**config.mk**
```make
export PLATFORM = sky130hd
export DESIGN_NAME = mdu_sequencer_flat
export DESIGN_NICKNAME = d
export VERILOG_FILES = /design/src/rtl/mdu_if.sv /design/src/rtl/mdu_sequencer.sv /design/src/flat_wrapper.sv
export SDC_FILE = /design/constraint.sdc
export NUM_CORES = 1
export LEC_CHECK = 0
export CAP_MARGIN = 20
export CORE_MARGIN = 1
export CORE_UTILIZATION = 60
export CTS_BUF_LIST = sky130_fd_sc_hd__clkbuf_16
export CTS_CLUSTER_SIZE = 14
export DETAILED_ROUTE_END_ITERATION = 10
export PLACE_DENSITY = 0.85
export SYNTH_ARGS = -nofsm -noshare
export SYNTH_HDL_FRONTEND = slang
export SYNTH_SLANG_ARGS = --single-unit
```
**constraint.sdc**
```tcl
create_clock -name clk -period 5.61 [get_ports clk]
set_input_delay 0.561 -clock clk [delete_from_list [all_inputs] [get_ports clk]]
set_output_delay 0.561 -clock clk [all_outputs]
set_load 0.05 [all_outputs]
```
**src/rtl/mdu_if.sv**
```systemverilog
// ---------------------------------------------------------------------------
// mdu_if : handshake/operand bundle between the pipeline and the RV32M
//          multiply/divide sequencer.
//
//   start     pipeline -> MDU  M-type instruction present, held until done
//   funct3    pipeline -> MDU  operation select (MUL..REMU)
//   SrcA      pipeline -> MDU  rs1 operand
//   SrcB      pipeline -> MDU  rs2 operand
//   flush     pipeline -> MDU  abort current operation (redirect)
//   stall     MDU -> pipeline  freeze PC/fetch
//   busy      MDU -> pipeline  engine not idle
//   done      MDU -> pipeline  single-cycle result-valid pulse
//   MDUResult MDU -> pipeline  writeback value
// ---------------------------------------------------------------------------
interface mdu_if #(
    parameter int XLEN = 32
);
    logic            start;
    logic [2:0]      funct3;
    logic [XLEN-1:0] SrcA;
    logic [XLEN-1:0] SrcB;
    logic            flush;
    logic            stall;
    logic            busy;
    logic            done;
    logic [XLEN-1:0] MDUResult;

    // Pipeline side
    modport master (
        output start, funct3, SrcA, SrcB, flush,
        input  stall, busy, done, MDUResult
    );

    // Multiply/divide unit side
    modport slave (
        input  start, funct3, SrcA, SrcB, flush,
        output stall, busy, done, MDUResult
    );
endinterface

```
**src/rtl/mdu_sequencer.sv**
```systemverilog
// ---------------------------------------------------------------------------
// mdu_sequencer : iterative RV32M multiply/divide unit.
//
// A 32-step shift-add multiplier and a 32-step restoring divider share one
// operand/accumulator register set. Operands are converted to magnitudes on
// acceptance, iterated unsigned, and sign-corrected in a single FIX cycle.
// Divide-by-zero and signed overflow bypass the engine and complete at once.
//
// Ports:
//   clk    system clock, rising edge
//   rst_n  asynchronous active-low reset
//   bus    mdu_if.slave : start/funct3/SrcA/SrcB/flush in,
//                         stall/busy/done/MDUResult out
// ---------------------------------------------------------------------------
module mdu_sequencer #(
    parameter int XLEN  = 32,
    parameter int CNT_W = 5
) (
    input  logic  clk,
    input  logic  rst_n,
    mdu_if.slave  bus
);
    typedef enum logic [1:0] {IDLE, CALC, FIX, DONE} state_t;

    state_t            state_reg, state_next;
    logic [2:0]        op_reg;
    logic              sign_a_reg, sign_b_reg;
    // Multiply: full 64-bit product, multiplier starts in the low half.
    // Divide:   low half holds the dividend, shifted out as quotient bits enter.
    logic [2*XLEN-1:0] acc_reg;
    logic [XLEN-1:0]   b_reg;      // multiplicand / divisor magnitude
    logic [XLEN-1:0]   rem_reg;    // partial remainder (always < divisor)
    logic [CNT_W-1:0]  cnt_reg;
    logic [XLEN-1:0]   result_reg;

    // ------------------------------------------------------------------
    // Acceptance decode
    // ------------------------------------------------------------------
    logic            accept;
    logic            is_div, div_zero, div_ovf, special;
    logic            a_signed, b_signed, in_sign_a, in_sign_b;
    logic [XLEN-1:0] mag_a, mag_b, special_result;

    assign accept   = (state_reg == IDLE) && bus.start && !bus.flush;
    assign is_div   = bus.funct3[2];
    assign div_zero = is_div && (bus.SrcB == '0);
    // Only signed DIV/REM (funct3[0]==0) can overflow.
    assign div_ovf  = is_div && !bus.funct3[0]
                    && (bus.SrcA == {1'b1, {(XLEN-1){1'b0}}})
                    && (bus.SrcB == '1);
    assign special  = div_zero || div_ovf;

    always_comb begin
        special_result = '0;
        if (div_zero)
            special_result = bus.funct3[1] ? bus.SrcA : '1;
        else
            special_result = bus.funct3[1] ? '0 : {1'b1, {(XLEN-1){1'b0}}};
    end

    // MULH, MULHSU, DIV, REM treat rs1 as signed; MULH, DIV, REM treat rs2
    // as signed. MUL is handled unsigned since its low word is identical.
    assign a_signed  = (bus.funct3 == 3'b001) || (bus.funct3 == 3'b010) ||
                       (bus.funct3 == 3'b100) || (bus.funct3 == 3'b110);
    assign b_signed  = (bus.funct3 == 3'b001) || (bus.funct3 == 3'b100) ||
                       (bus.funct3 == 3'b110);
    assign in_sign_a = a_signed && bus.SrcA[XLEN-1];
    assign in_sign_b = b_signed && bus.SrcB[XLEN-1];
    assign mag_a     = in_sign_a ? (~bus.SrcA + 1'b1) : bus.SrcA;
    assign mag_b     = in_sign_b ? (~bus.SrcB + 1'b1) : bus.SrcB;

    // ------------------------------------------------------------------
    // Iteration step logic
    // ------------------------------------------------------------------
    logic [XLEN:0]     mul_sum;
    logic [2*XLEN-1:0] mul_next;
    logic [XLEN:0]     div_shift, div_diff;
    logic              q_bit;
    logic [XLEN-1:0]   rem_next, quot_next;

    // Shift-add: add multiplicand into the high half when the multiplier LSB
    // is set, then shift the whole product right keeping the carry.
    assign mul_sum  = {1'b0, acc_reg[2*XLEN-1:XLEN]}
                    + (acc_reg[0] ? {1'b0, b_reg} : {(XLEN+1){1'b0}});
    assign mul_next = {mul_sum, acc_reg[XLEN-1:1]};

    // Restoring divide: 33-bit trial subtraction, keep it if non-negative.
    assign div_shift = {rem_reg, acc_reg[XLEN-1]};
    assign div_diff  = div_shift - {1'b0, b_reg};
    assign q_bit     = !div_diff[XLEN];
    assign rem_next  = q_bit ? div_diff[XLEN-1:0] : div_shift[XLEN-1:0];
    assign quot_next = {acc_reg[XLEN-2:0], q_bit};

    // ------------------------------------------------------------------
    // Sign correction and result selection
    // ------------------------------------------------------------------
    logic [2*XLEN-1:0] prod_fix;
    logic [XLEN-1:0]   quot_fix, rem_fix, fix_result;

    assign prod_fix = (sign_a_reg ^ sign_b_reg) ? (~acc_reg + 1'b1) : acc_reg;
    assign quot_fix = (sign_a_reg ^ sign_b_reg) ? (~acc_reg[XLEN-1:0] + 1'b1)
                                                : acc_reg[XLEN-1:0];
    // Remainder follows the dividend's sign.
    assign rem_fix  = sign_a_reg ? (~rem_reg + 1'b1) : rem_reg;

    always_comb begin
        fix_result = '0;
        case (op_reg)
            3'b000:                 fix_result = prod_fix[XLEN-1:0];
            3'b001, 3'b010, 3'b011: fix_result = prod_fix[2*XLEN-1:XLEN];
            3'b100, 3'b101:         fix_result = quot_fix;
            default:                fix_result = rem_fix;
        endcase
    end

    // ------------------------------------------------------------------
    // FSM: state register
    // ------------------------------------------------------------------
    always_ff @(posedge clk or negedge rst_n) begin
        if (!rst_n)
            state_reg <= IDLE;
        else
            state_reg <= state_next;
    end

    // FSM: next state (flush wins over every other transition)
    always_comb begin
        state_next = state_reg;
        case (state_reg)
            IDLE: begin
                if (accept)
                    state_next = special ? DONE : CALC;
            end
            CALC: begin
                if (bus.flush)
                    state_next = IDLE;
                else if (cnt_reg == CNT_W'(XLEN-1))
                    state_next = FIX;
            end
            FIX: begin
                state_next = bus.flush ? IDLE : DONE;
            end
            DONE: begin
                state_next = IDLE;
            end
            default: state_next = IDLE;
        endcase
    end

    // FSM: outputs
    always_comb begin
        bus.stall     = accept || (state_reg == CALC) || (state_reg == FIX);
        bus.busy      = (state_reg != IDLE);
        bus.done      = (state_reg == DONE) && !bus.flush;
        bus.MDUResult = result_reg;
    end

    // ------------------------------------------------------------------
    // Datapath registers
    // ------------------------------------------------------------------
    always_ff @(posedge clk or negedge rst_n) begin
        if (!rst_n) begin
            op_reg     <= '0;
            sign_a_reg <= 1'b0;
            sign_b_reg <= 1'b0;
            acc_reg    <= '0;
            b_reg      <= '0;
            rem_reg    <= '0;
            cnt_reg    <= '0;
            result_reg <= '0;
        end else begin
            case (state_reg)
                IDLE: begin
                    if (accept) begin
                        op_reg     <= bus.funct3;
                        sign_a_reg <= in_sign_a;
                        sign_b_reg <= in_sign_b;
                        acc_reg    <= {{XLEN{1'b0}}, mag_a};
                        b_reg      <= mag_b;
                        rem_reg    <= '0;
                        cnt_reg    <= '0;
                        if (special)
                            result_reg <= special_result;
                    end
                end
                CALC: begin
                    if (!op_reg[2]) begin
                        acc_reg <= mul_next;
                    end else begin
                        acc_reg[XLEN-1:0] <= quot_next;
                        rem_reg           <= rem_next;
                    end
                    cnt_reg <= cnt_reg + CNT_W'(1);
                end
                FIX: begin
                    if (!bus.flush)
                        result_reg <= fix_result;
                end
                default: ;
            endcase
        end
    end
endmodule

```
**src/flat_wrapper.sv**
```systemverilog
// flat-port wrapper written by rule: the top's interface ports become plain ports
module mdu_sequencer_flat 
#(
    parameter int XLEN  = 32,
    parameter int CNT_W = 5
)
  (clk, rst_n, bus_start, bus_funct3, bus_SrcA, bus_SrcB, bus_flush, bus_stall, bus_busy, bus_done, bus_MDUResult);
  mdu_if #(.XLEN(XLEN)) bus_i ();
  input  logic clk;
  input  logic rst_n;
  input wire logic [$bits(bus_i.start)-1:0] bus_start;
  input wire logic [$bits(bus_i.funct3)-1:0] bus_funct3;
  input wire logic [$bits(bus_i.SrcA)-1:0] bus_SrcA;
  input wire logic [$bits(bus_i.SrcB)-1:0] bus_SrcB;
  input wire logic [$bits(bus_i.flush)-1:0] bus_flush;
  output wire logic [$bits(bus_i.stall)-1:0] bus_stall;
  output wire logic [$bits(bus_i.busy)-1:0] bus_busy;
  output wire logic [$bits(bus_i.done)-1:0] bus_done;
  output wire logic [$bits(bus_i.MDUResult)-1:0] bus_MDUResult;
  assign bus_i.start = bus_start;
  assign bus_i.funct3 = bus_funct3;
  assign bus_i.SrcA = bus_SrcA;
  assign bus_i.SrcB = bus_SrcB;
  assign bus_i.flush = bus_flush;
  assign bus_stall = bus_i.stall;
  assign bus_busy = bus_i.busy;
  assign bus_done = bus_i.done;
  assign bus_MDUResult = bus_i.MDUResult;
  mdu_sequencer #(.XLEN(XLEN), .CNT_W(CNT_W)) u_core (.clk(clk), .rst_n(rst_n), .bus(bus_i));
endmodule
```
==> summary.md <==
| Metric | Value |
|---|---|
| RSZ-0062 raised after global routing | `false` |
| Starting DRC count in detailed routing | `2,211` |
| Die width | `161 um` |
| DP Area | `16,400 sq um` |
| Routed len/inst | `22.5 um` |
| Row count | `57` |
| Clk Latency, worst-skew pair | `0.46 ns` |
| Clk root buf | `clkbuf_16` |
| Routed vias/inst | `6.82` |
| Final TNS setup | `0 ns` |
| Clock skew | `0.0162 ns` |
| Static Leak | `0.00710 uW` |
| Crit path kind | `flop to flop` |
| R2r worst-path depth | `12` |
| TritonRoute pass-1 iters | `11` |
| Sequential standard cell area | `4310 sq um` |
| Most frequent cells in the layout | `o21ai_0 (254), nand2_1 (234), dfrtp_1 (171)` |
| Synth unique cells | `75` |
| Failing checks | `DRC` |
| Number of buffers created by CTS | `17` |
| Fin util | `69.7%` |
| Final ANT Viol Nets | `0` |
| Critical Path Fanout Max | `31` |
| Max reg flops | `64` |
| Final nets | `2,125` |
| Commonest non-fill, non-tap cell in the layout | `o21ai_0` |
| Hold buffers post-CTS | `0` |
| Post-synth EDFFs | `0` |
| DP Worst Slack | `1.49 ns` |
| CP Capture Type | `flop` |
| Total GRT Usage | `40.6%` |
| Layout cells sized above 1 | `4.96%` |
| Largest net degree at the start of global routing | `76` |
| Initial Utilization | `61.8%` |
| Gpl congestion | `1.04` |
| Port bufs | `105` |
| Diode count | `0` |
| Hold Path Class | `input pin to asynchronous set/reset pin` |
| Antenna violations before repair | `0` |
| Seq/Total Area, Yosys | `28.4%` |
| First-pass GRT wire length | `82,500 um` |
| Maxcap violations | `0` |
| Slew Limit Fails | `0` |
| Congestion Overflow GR | `0` |
| Synth Instances | `1,943` |
| TritonCTS clock tree | `built` |
| Status | `finished with violations` |
| # IOs | `106` |
| Fin crit share | `78.2%` |
| Worst Slack Setup Final | `1.22 ns` |
| Fill cell count | `2,022` |
| Area grow syn2layout | `12.7%` |
| Final setup viols | `0` |
| H-tree depth | `4` |
| Cells resized by post-CTS repair | `0` |
| Hold Fails Final Rpt | `0` |
| Vert. Die Dim | `161 um` |
| Power Density | `451 nW/um^2` |
| Number of global-route vias before repair | `14,800` |
| Netlist Area Pre-Place | `15,200 sq um` |
| Worst vdd ir | `0.228 mV` |
| Worst endpoint required time | `5.91 ns` |
| Period minus WS final | `4.39 ns` |
| Routed WL | `52,000 um` |
| DRC | `3` |
| Worst slew pin tran | `1.20 ns` |
| CTS clk-pin slew, worst paths | `0.08 ns` |
| Post-Syn Nets | `2,087` |
| Max Freq | `228 MHz` |
| Final hold slack | `0.0713 ns` |
| Syn avg cell area | `7.81 sq um` |
| Hpwl dp | `38,700 um` |
| Final Cell Area | `17,100 sq um` |
| Ys async rst share | `100%` |
| Synthesized flop and latch total | `172` |
| CP Launch Type | `flop` |
| Crit path DAT | `4.69 ns` |
| CTS sink count | `172` |
| Core area | `24,500 sq um` |
| Clock tree buffer depth | `2` |
| Slew margin rel. | `17.6%` |
| Vias | `15,800` |
| Post-CTS Setup Bufs | `0` |
| Die area | `25,900 sq um` |
| Ys Warns | `0` |
| Main synth FF type | `dfrtp_1` |
| Area of the multi-input gates | `10,200 sq um` |
[power breakdown]
part	switching, uW	internal, uW
Clock	646	602
Sequential	580	1550
Combinational	2600	1740
Total	3830	3890
[cells by family (layout without fill, tap and decap cells)]
| kind of cell | after synthesis | count (layout) | share of synthesized area [%] |
|---|---|---|---|
| compound gates | 625 | 625 | 25.2 |
| simple gates | 619 | 619 | 19.4 |
| xor+xnor | 199 | 199 | 11.5 |
| buf+inv | 180 | 231 | 4.48 |
| flops | 172 | 172 | 28.4 |
| mux | 75 | 75 | 4.99 |
| fa+ha+maj | 73 | 73 | 6.12 |
[area by class of cell]
class                   count  area share, %
multi-input cells        1591           59.9
flip-flops and latches    172           25.2
repair buffers            129           7.47
clock buffers              17           2.49
well taps                 324           2.37
inverters                  70           1.54
clock inverters            15           1.05
[path summary, 6_finish.rpt]
path / startpoint / end / slack, ns
worst max-delay path: u_core.acc_reg[0] / u_core.bus.MDUResult[26] / 1.22
worst min-delay path: rst_n / u_core.acc_reg[16] / 0.07
worst max register to register: u_core.acc_reg[0] / u_core.bus.MDUResult[26] / 1.22
worst min register to register: u_core.bus.MDUResult[13] / u_core.bus.MDUResult[13] / 0.48
max in group asynchronous: rst_n / u_core.acc_reg[44] / 4.22
min in group clk: u_core.bus.MDUResult[13] / u_core.bus.MDUResult[13] / 0.48
[synthesized netlist by cell type (all sizes together) (11+ instances only)]
library cell / count / area [sq um]
nand4: 22 / 138
ha: 71 / 888
o211ai: 40 / 300
buf: 11 / 43.8
nand3: 26 / 130
nand2: 235 / 885
a222oi: 14 / 140
nor4: 24 / 156
o31ai: 32 / 245
nor2: 147 / 552
nor3b: 12 / 95.1
a21oi: 137 / 686
clkbuf: 99 / 373
xnor2: 104 / 911
or3: 23 / 149
or4: 25 / 203
o21ai: 259 / 1300
dfrtp: 172 / 4300
a21o: 24 / 180
or2: 11 / 68.8
xor2: 95 / 832
inv: 70 / 263
and2: 12 / 75.1
nor3: 37 / 185
o41ai: 11 / 119
mux2i: 70 / 701
a31oi: 18 / 113
nor2b: 12 / 75.1
nand2b: 20 / 125
[critical path, cell delays in order (launching register included)]
cell and delay (ns):
dfrtp_1 0.47, inv_1 0.09, buf_4 0.31, ha_1 0.33
or3b_2 0.58, a211o_1 0.34, nor4_1 0.62, nand2b_1 0.38
o31ai_1 0.36, xor2_1 0.20, nor2_1 0.08, o21ai_0 0.34
o211ai_1 0.15
[layer usage]
| layer | track usage, % | vias up | wire length [um] |
|---|---|---|---|
| met2 | 64.7 | 1047 | 23400 |
| li1 | - | 7127 | - |
| met3 | 8.22 | 180 | 5790 |
| met4 | 16.7 | 0 | 2200 |
| met5 | 0 | - | 0 |
| met1 | 54.0 | 7459 | 20700 |
[metrics by stage]
step	power [uW]	std cells
after floorplan	5090	1943
after global placement	6200	2284
after detailed placement	6290	2284
after CTS	7550	2316
after global routing	8150	2318
final	7720	2318
Note: power is estimated with default switching activity, not from simulation.
